## config.mk

```make
export PLATFORM = sky130hd
export DESIGN_NAME = shft_seq_32
export DESIGN_NICKNAME = d
export VERILOG_FILES = /design/src/rtl/shft_seq_32_pkg.sv /design/src/rtl/shft_seq_32_step.sv /design/src/rtl/shft_seq_32.sv
export SDC_FILE = /design/constraint.sdc
export NUM_CORES = 1
export LEC_CHECK = 0
export ABC_CLOCK_PERIOD_IN_PS = 2440
export CAP_MARGIN = 20
export CORE_MARGIN = 3
export CORE_UTILIZATION = 48
export CTS_CLUSTER_DIAMETER = 80
export DETAILED_ROUTE_END_ITERATION = 8
export PLACE_DENSITY = 0.82
export SYNTH_ARGS = -nofsm -noshare
export SYNTH_HDL_FRONTEND = slang
export SYNTH_HIERARCHICAL = 1
export SYNTH_SLANG_ARGS = --single-unit
```

## constraint.sdc

```tcl
create_clock -name clk -period 2.44 [get_ports clk]
set_input_delay 0.488 -clock clk [delete_from_list [all_inputs] [get_ports clk]]
set_output_delay 0.488 -clock clk [all_outputs]
set_load 0.05 [all_outputs]
```

## src/rtl/shft_seq_32_pkg.sv

```systemverilog
// Shared definitions for the bit-serial shift/rotate unit: function-select codes,
// sequencer states and the supported-op check.
package shft_seq_32_pkg;

   localparam logic [4:0] FS_SLL = 5'h0C;
   localparam logic [4:0] FS_SRL = 5'h0D;
   localparam logic [4:0] FS_SRA = 5'h0E;
   localparam logic [4:0] FS_ROL = 5'h10;
   localparam logic [4:0] FS_ROR = 5'h11;

   typedef enum logic [1:0] {
      IDLE  = 2'd0,
      SHIFT = 2'd1,
      DONE  = 2'd2
   } state_t;

   function automatic logic fs_supported(input logic [4:0] fs);
      return (fs == FS_SLL) || (fs == FS_SRL) || (fs == FS_SRA) ||
             (fs == FS_ROL) || (fs == FS_ROR);
   endfunction

endpackage

```

## src/rtl/shft_seq_32_step.sv

```systemverilog
// One-bit shift/rotate step: next working value and the bit that falls out.
// Unsupported ops pass the value through with a zero out-bit.
module shft_seq_32_step
   import shft_seq_32_pkg::*;
#(
   parameter int WIDTH = 32
) (
   input  logic [WIDTH-1:0] cur,
   input  logic [4:0]       op,
   output logic [WIDTH-1:0] nxt,
   output logic             out_bit
);

   always_comb begin
      nxt     = cur;
      out_bit = 1'b0;
      case (op)
         FS_SLL: begin
            nxt     = {cur[WIDTH-2:0], 1'b0};
            out_bit = cur[WIDTH-1];
         end
         FS_SRL: begin
            nxt     = {1'b0, cur[WIDTH-1:1]};
            out_bit = cur[0];
         end
         FS_SRA: begin
            nxt     = {cur[WIDTH-1], cur[WIDTH-1:1]};
            out_bit = cur[0];
         end
         FS_ROL: begin
            nxt     = {cur[WIDTH-2:0], cur[WIDTH-1]};
            out_bit = cur[WIDTH-1];
         end
         FS_ROR: begin
            nxt     = {cur[0], cur[WIDTH-1:1]};
            out_bit = cur[0];
         end
         default: begin
            nxt     = cur;
            out_bit = 1'b0;
         end
      endcase
   end

endmodule

```

## src/rtl/shft_seq_32.sv

```systemverilog
// Multi-cycle shift/rotate sequencer: one bit position per clock with a
// start/busy/done handshake so the control unit can stall on it.
//
//   state | meaning
//   IDLE  | waiting for start; result and flags held
//   SHIFT | one step per clock, counter counts down to 1
//   DONE  | one-cycle done pulse; start here begins the next op immediately
module shft_seq_32
   import shft_seq_32_pkg::*;
#(
   parameter int WIDTH = 32,
   parameter int CW    = 5
) (
   input  logic             clk,
   input  logic             reset,
   input  logic             start,
   input  logic [WIDTH-1:0] T,
   input  logic [4:0]       FS,
   input  logic [CW-1:0]    shamnt,
   output logic             busy,
   output logic             done,
   output logic [WIDTH-1:0] Y_lo,
   output logic             C,
   output logic             N,
   output logic             Z,
   output logic             V
);

   state_t           state;
   logic [WIDTH-1:0] work;
   logic [4:0]       op;
   logic [CW-1:0]    cnt;
   logic [WIDTH-1:0] step_nxt;
   logic             step_bit;

   shft_seq_32_step #(.WIDTH(WIDTH)) u_step (
      .cur     (work),
      .op      (op),
      .nxt     (step_nxt),
      .out_bit (step_bit)
   );

   always_ff @(posedge clk) begin
      if (reset) begin
         state <= IDLE;
         work  <= '0;
         op    <= '0;
         cnt   <= '0;
         C     <= 1'b0;
         busy  <= 1'b0;
         done  <= 1'b0;
      end else begin
         case (state)
            IDLE, DONE: begin
               if (start) begin
                  work <= T;
                  op   <= FS;
                  cnt  <= shamnt;
                  C    <= 1'b0;
                  // nothing to shift: report the operand back after one cycle
                  if (shamnt == '0 || !fs_supported(FS)) begin
                     state <= DONE;
                     busy  <= 1'b0;
                     done  <= 1'b1;
                  end else begin
                     state <= SHIFT;
                     busy  <= 1'b1;
                     done  <= 1'b0;
                  end
               end else begin
                  state <= IDLE;
                  busy  <= 1'b0;
                  done  <= 1'b0;
               end
            end
            SHIFT: begin
               work <= step_nxt;
               C    <= step_bit;
               cnt  <= cnt - 1'b1;
               if (cnt == CW'(1)) begin
                  state <= DONE;
                  busy  <= 1'b0;
                  done  <= 1'b1;
               end
            end
            default: begin
               state <= IDLE;
               busy  <= 1'b0;
               done  <= 1'b0;
            end
         endcase
      end
   end

   assign Y_lo = work;
   assign N    = work[WIDTH-1];
   assign Z    = (work == '0);
   assign V    = 1'b0;

endmodule

```

Word level (Yosys, flattened, before mapping)
Cells that the tools add are included.
Widths: inputs -> output; s select.
- flip-flop bits (word level): 47
- output and inout bits: 38
- add/sub/neg operators: 1
- equal/unequal tests: 18
- multiplexer cells: 20
- reduce and logical (&&, ||, !) cells: 17
- operators with widths (kind ; number):
    $pmux 32 s5 ; 1
    $pmux 32 s2 ; 1
    $logic_not 32->1 ; 1
    $mux 32 ; 1
    $eq 5x4->1 const B ; 6
    $eq 5x5->1 const B ; 4
    $pmux 5 s2 ; 1
    $pmux 1 s2 ; 4
    $mux 1 ; 7
    $mux 2 ; 3
    $ne 2x2->1 const B ; 3
    $ne 6x1->1 const B ; 1
    $eq 5x1->1 const B ; 1
    $logic_not 5->1 ; 1
    $logic_or 1x1->1 ; 5
    $mux 5 ; 1
    $ne 5x1->1 const B ; 1
    $sub 5x1->5 const B ; 1
    $pmux 2 s2 ; 1
    $reduce_and 2->1 ; 2
    $reduce_and 4->1 ; 1
    $reduce_or 2->1 ; 2
    $reduce_and 3->1 ; 1
    $reduce_or 3->1 ; 1
    other kinds (5) ; 5

Logic depth before layout (Yosys ltp)
Gate-level depths: netlist of run 1.
- depth in word-level cells: 10
- mapped depth: 7
- mapped depth without buffers: 6

Hierarchy
The synthesis of run 1 kept the hierarchy.
- by module, submodules not included (module ; times used ; cells an instance ; area each (µm²) ; sequential area each (µm²)):
    shft_seq_32 ; 1 ; 272 ; 2113.3 ; 920.9
    shft_seq_32_step ; 1 ; 90 ; 689.4 ; 0.0

Worst setup path after synthesis of run 1
Ideal clock, no wire load.
- path kind: reg2out
- start: register work[31] (netlist: Y_lo[31])
- end: output port Z
- arrival time: 1610 ps
- setup slack: 342 ps
- stages on the path, launching flop included: 4
- path buffers: 0
- cells stage by stage: dfxtp_1 -> nor4_1 -> nand4_1 -> nor2_1
- cells in the longest elaborated chain, start to end: 1
- ends and longest elaborated chain (what ; line ; text):
    from (decl) ; shft_seq_32.sv:30 ; logic [WIDTH-1:0] work;
    from (signal assigned) ; shft_seq_32.sv:77 ; work <= step_nxt;
    $logic_not 32->1 ; shft_seq_32.sv:97 ; assign Z = (work == '0);
    to (decl) ; shft_seq_32.sv:25 ; output logic Z,
No other way between the ends.

Worst setup path after layout of run 1
- start: register work[31] (netlist: Y_lo[31])
- end: output port N
- RTL lines (what ; line ; text):
    to (decl) ; shft_seq_32.sv:24 ; output logic N,
No word-level cell between the ends.

==> impl_results.rst, run 1 <==
.. list-table::
   :header-rows: 1

   * - Metric
     - Value
   * - Result of the run
     - completed
   * - Cell chosen for the clock root
     - sky130_fd_sc_hd__clkbuf_8
   * - Number of setup violations in the final report
     - 0
   * - Hold buffers post-CTS
     - 0
   * - Via density
     - 6.10
   * - Post_cts resized
     - 0
   * - WL final
     - 8110 um
   * - LEAKAGE
     - 0.00145 uW
   * - # fillers
     - 494
   * - Top cell type by total area after synthesis
     - sky130_fd_sc_hd__dfxtp_1
   * - Worst skew pair latency
     - 300 ps
   * - Number of levels the H-tree was split into
     - 2
   * - Number of cells on the critical path
     - 1
   * - Port buffer count
     - 81
   * - Footprint of the multi-input gates
     - 1710 um2
   * - Vias
     - 3036
   * - Number of enable-type register cells in the synthesized netlist
     - 0
   * - Cell types occupying the most area after synthesis
     - sky130_fd_sc_hd__dfxtp_1 (33%), sky130_fd_sc_hd__a221o_1 (11%), sky130_fd_sc_hd__nand2_1 (11%)
   * - VDD IR-drop max
     - 0.000324 V
   * - Setup Total Neg Slack
     - 0 ps
   * - Crit-path max FO
     - 8
   * - Max-slew headroom at the worst pin
     - 65.0%
   * - R2R cell count
     - 7
   * - Post-synthesis sequential area ratio
     - 32.9%
   * - Worst-path cell with the longest stage delay
     - sky130_fd_sc_hd__clkdlybuf4s50_1
   * - Total count of max-transition violations in the final report
     - 0
   * - Number of global-route vias before repair
     - 2724
   * - Clk sinks
     - 46
   * - Utilization after layout
     - 67.6%
   * - Number of core rows
     - 27
   * - Data arrival at the endpoint of the critical path
     - 1690 ps
   * - Crit path largest cell delay
     - 880 ps
   * - FMAX
     - 459 MHz
   * - DRC violations left
     - 0
   * - Data required time of the critical path
     - 1950 ps
   * - Post-CTS clock slew at the launch and capture registers of the worst setup and hold paths
     - 90 ps
   * - Areal power density over the cells
     - 573 nW/um2
   * - Width of the die
     - 82.4 um
   * - Post-DR wirelength/cell
     - 16.3 um
   * - Worst setup SP type
     - flip-flop
   * - Post-route minimum period
     - 2180 ps
   * - Layout overhead on the synthesized area
     - 34.5%
   * - Sum of overflow across all layers after global routing
     - 0
   * - Count of buffer and inverter cells on the critical path
     - 1
   * - Core box area
     - 5570 um2
   * - Clock buffers created by TritonCTS
     - 5
   * - Number of synthesis warnings
     - 6
   * - DRT antenna net count
     - 0
   * - Die Ht
     - 82.4 um
   * - Maximum number of pins on one net before global-route repair
     - 47
   * - Hold Path Cell Cnt
     - 2
   * - Cells after Synth
     - 362
   * - Share of the clock period used by the worst path
     - 89.3%
   * - Global-route total usage across every layer
     - 23.8%
   * - Worst Max-Slew Pin Slew
     - 523 ps
   * - Post-route clock skew
     - 5.00 ps
   * - Number of detailed-route iterations in the first pass
     - 4
   * - Min-delay worst type
     - reg -> reg
   * - Mapped cell area
     - 2800 um2
   * - Net count of the finished layout
     - 472
   * - Final design instance area without fill
     - 3770 um2
   * - Setup repair after global routing missed its margin
     - no
   * - Number of buffers on the longest clock path
     - 2
   * - CTS tree
     - built
   * - Number of library cell types mapped by synthesis
     - 44
   * - Reg area
     - 921 um2
   * - Wire length of the first global-routing pass
     - 12800 um
   * - Register bit count reported by yosys
     - 46
   * - Fraction of layout cells with a size suffix above 1
     - 7.04%
   * - Num ports
     - 83
   * - Total inserted antenna cells
     - 0
   * - Initial cell density of the core
     - 50.3%
   * - Post-CTS Setup Bufs
     - 0
   * - Top delay family on crit path
     - buffers and inverters
   * - Share of Yosys cell area claimed by the top area cell type
     - 32.9%
   * - Cell-by-cell trace of the critical path
     - clkdlybuf4s50_1
   * - Async S/R FF share, synth
     - 0%
   * - Iteration-0 DRC Markers
     - 261
   * - Startpoint-to-endpoint class of the critical path
     - reg -> out
   * - Synth Net Count
     - 409
   * - Placer Congestion
     - 0.789
   * - Area of the die
     - 6790 um2
   * - Average footprint of a synthesized cell
     - 7.74 um2
   * - Final number of hold-violating endpoints
     - 0
   * - Antenna violations before repair
     - 0
   * - Max-cap violations
     - 0
   * - Crit end category
     - output pin
   * - Half-perimeter wire length after detailed placement
     - 5560 um
   * - Primary flip-flop cell chosen by synthesis mapping
     - sky130_fd_sc_hd__dfxtp_1
   * - Placed cell areas
     - 3650 um2
==> path summary, 6_finish.rpt <==
kind / slack (ps) / start / end
min reg2reg: 500 / busy / busy
max: 260 / Y_lo[31] / N
min: 500 / busy / busy
max reg2reg: 310 / op[2] / Y_lo[1]
==> cell type report <==
class / count / area share [%]
multi-input combinational: 275 / 45.3
inverter: 4 / 0.398
tap: 72 / 2.39
timing repair buffer: 93 / 24.6
sequential: 46 / 24.4
clock buffer: 5 / 1.83
clock inverter: 3 / 1.06
==> synth_stat cells (all sizes together) (3+ instances only) <==
cell	count
a21oi	9
buf	23
and3	31
clkbuf	14
a221o	30
nor2	44
nand2b	4
inv	4
nand2	79
nor4	9
dfxtp	46
o21ai	3
nor4b	3
a311oi	32
==> power breakdown <==
part | internal [uW] | switching (uW)
Combinational | 296 | 382
Clock | 302 | 269
Sequential | 812 | 97.8
Total | 1410 | 749
==> cell usage in the layout, fill, tap and decap left out, drive strengths merged, types with 3 or more instances in the layout <==
cell type	instances
clkdlybuf4s50	80
inv	4
nor4b	3
a221o	30
o21ai	3
nand2b	4
nand2	79
nor4	9
a21oi	9
clkbuf	5
a311oi	32
dfxtp	46
and3	31
buf	13
nor2	44
==> per-stage QoR <==
step	hold WS [ps]	worst slack (ps)	instances	power (uW)
5_1_grt	499	198	498	2260
2_1_floorplan	480	342	362	1350
3_5_place_dp	485	207	489	1600
6_report	495	262	498	2160
4_1_cts	498	181	497	2160
3_3_place_gp	460	313	489	1580
==> flip-flops by register name, indices dropped and copies added, names as in the netlist <==
name and cells:
C 1, Y_lo 32, busy 1, cnt 5
done 1, op 5, state 1
==> metal layers <==
metal | global-route usage [%] | vias up | share of wire (%) | wire (um)
li1 | - | 1485 | - | -
met1 | 29.8 | 1423 | 41 | 3360
met2 | 42.1 | 115 | 50 | 4040
met3 | 3.15 | 13 | 7.4 | 601
met4 | 7.31 | 0 | 1.3 | 107
met5 | 0 | - | 0 | 0
==> kinds of logic after synthesis <==
family / Yosys count / share of synthesized area [%]
DFF: 46 / 32.9
adders and majority gates: 2 / 0.893
AOI/OAI and AO/OA: 89 / 27.7
and+or+nand+nor: 183 / 31.7
other: 1 / 0.134
buffers and inverters: 41 / 6.79
No activity file was read; power rests on OpenSTA's default activity.
==> run 2, diff against run 1 <==
- GPL_ROUTABILITY_DRIVEN: unset -> 0
==> results of run 2 <==
No change in the layout: final DEF, timing and power equal those of run 1.
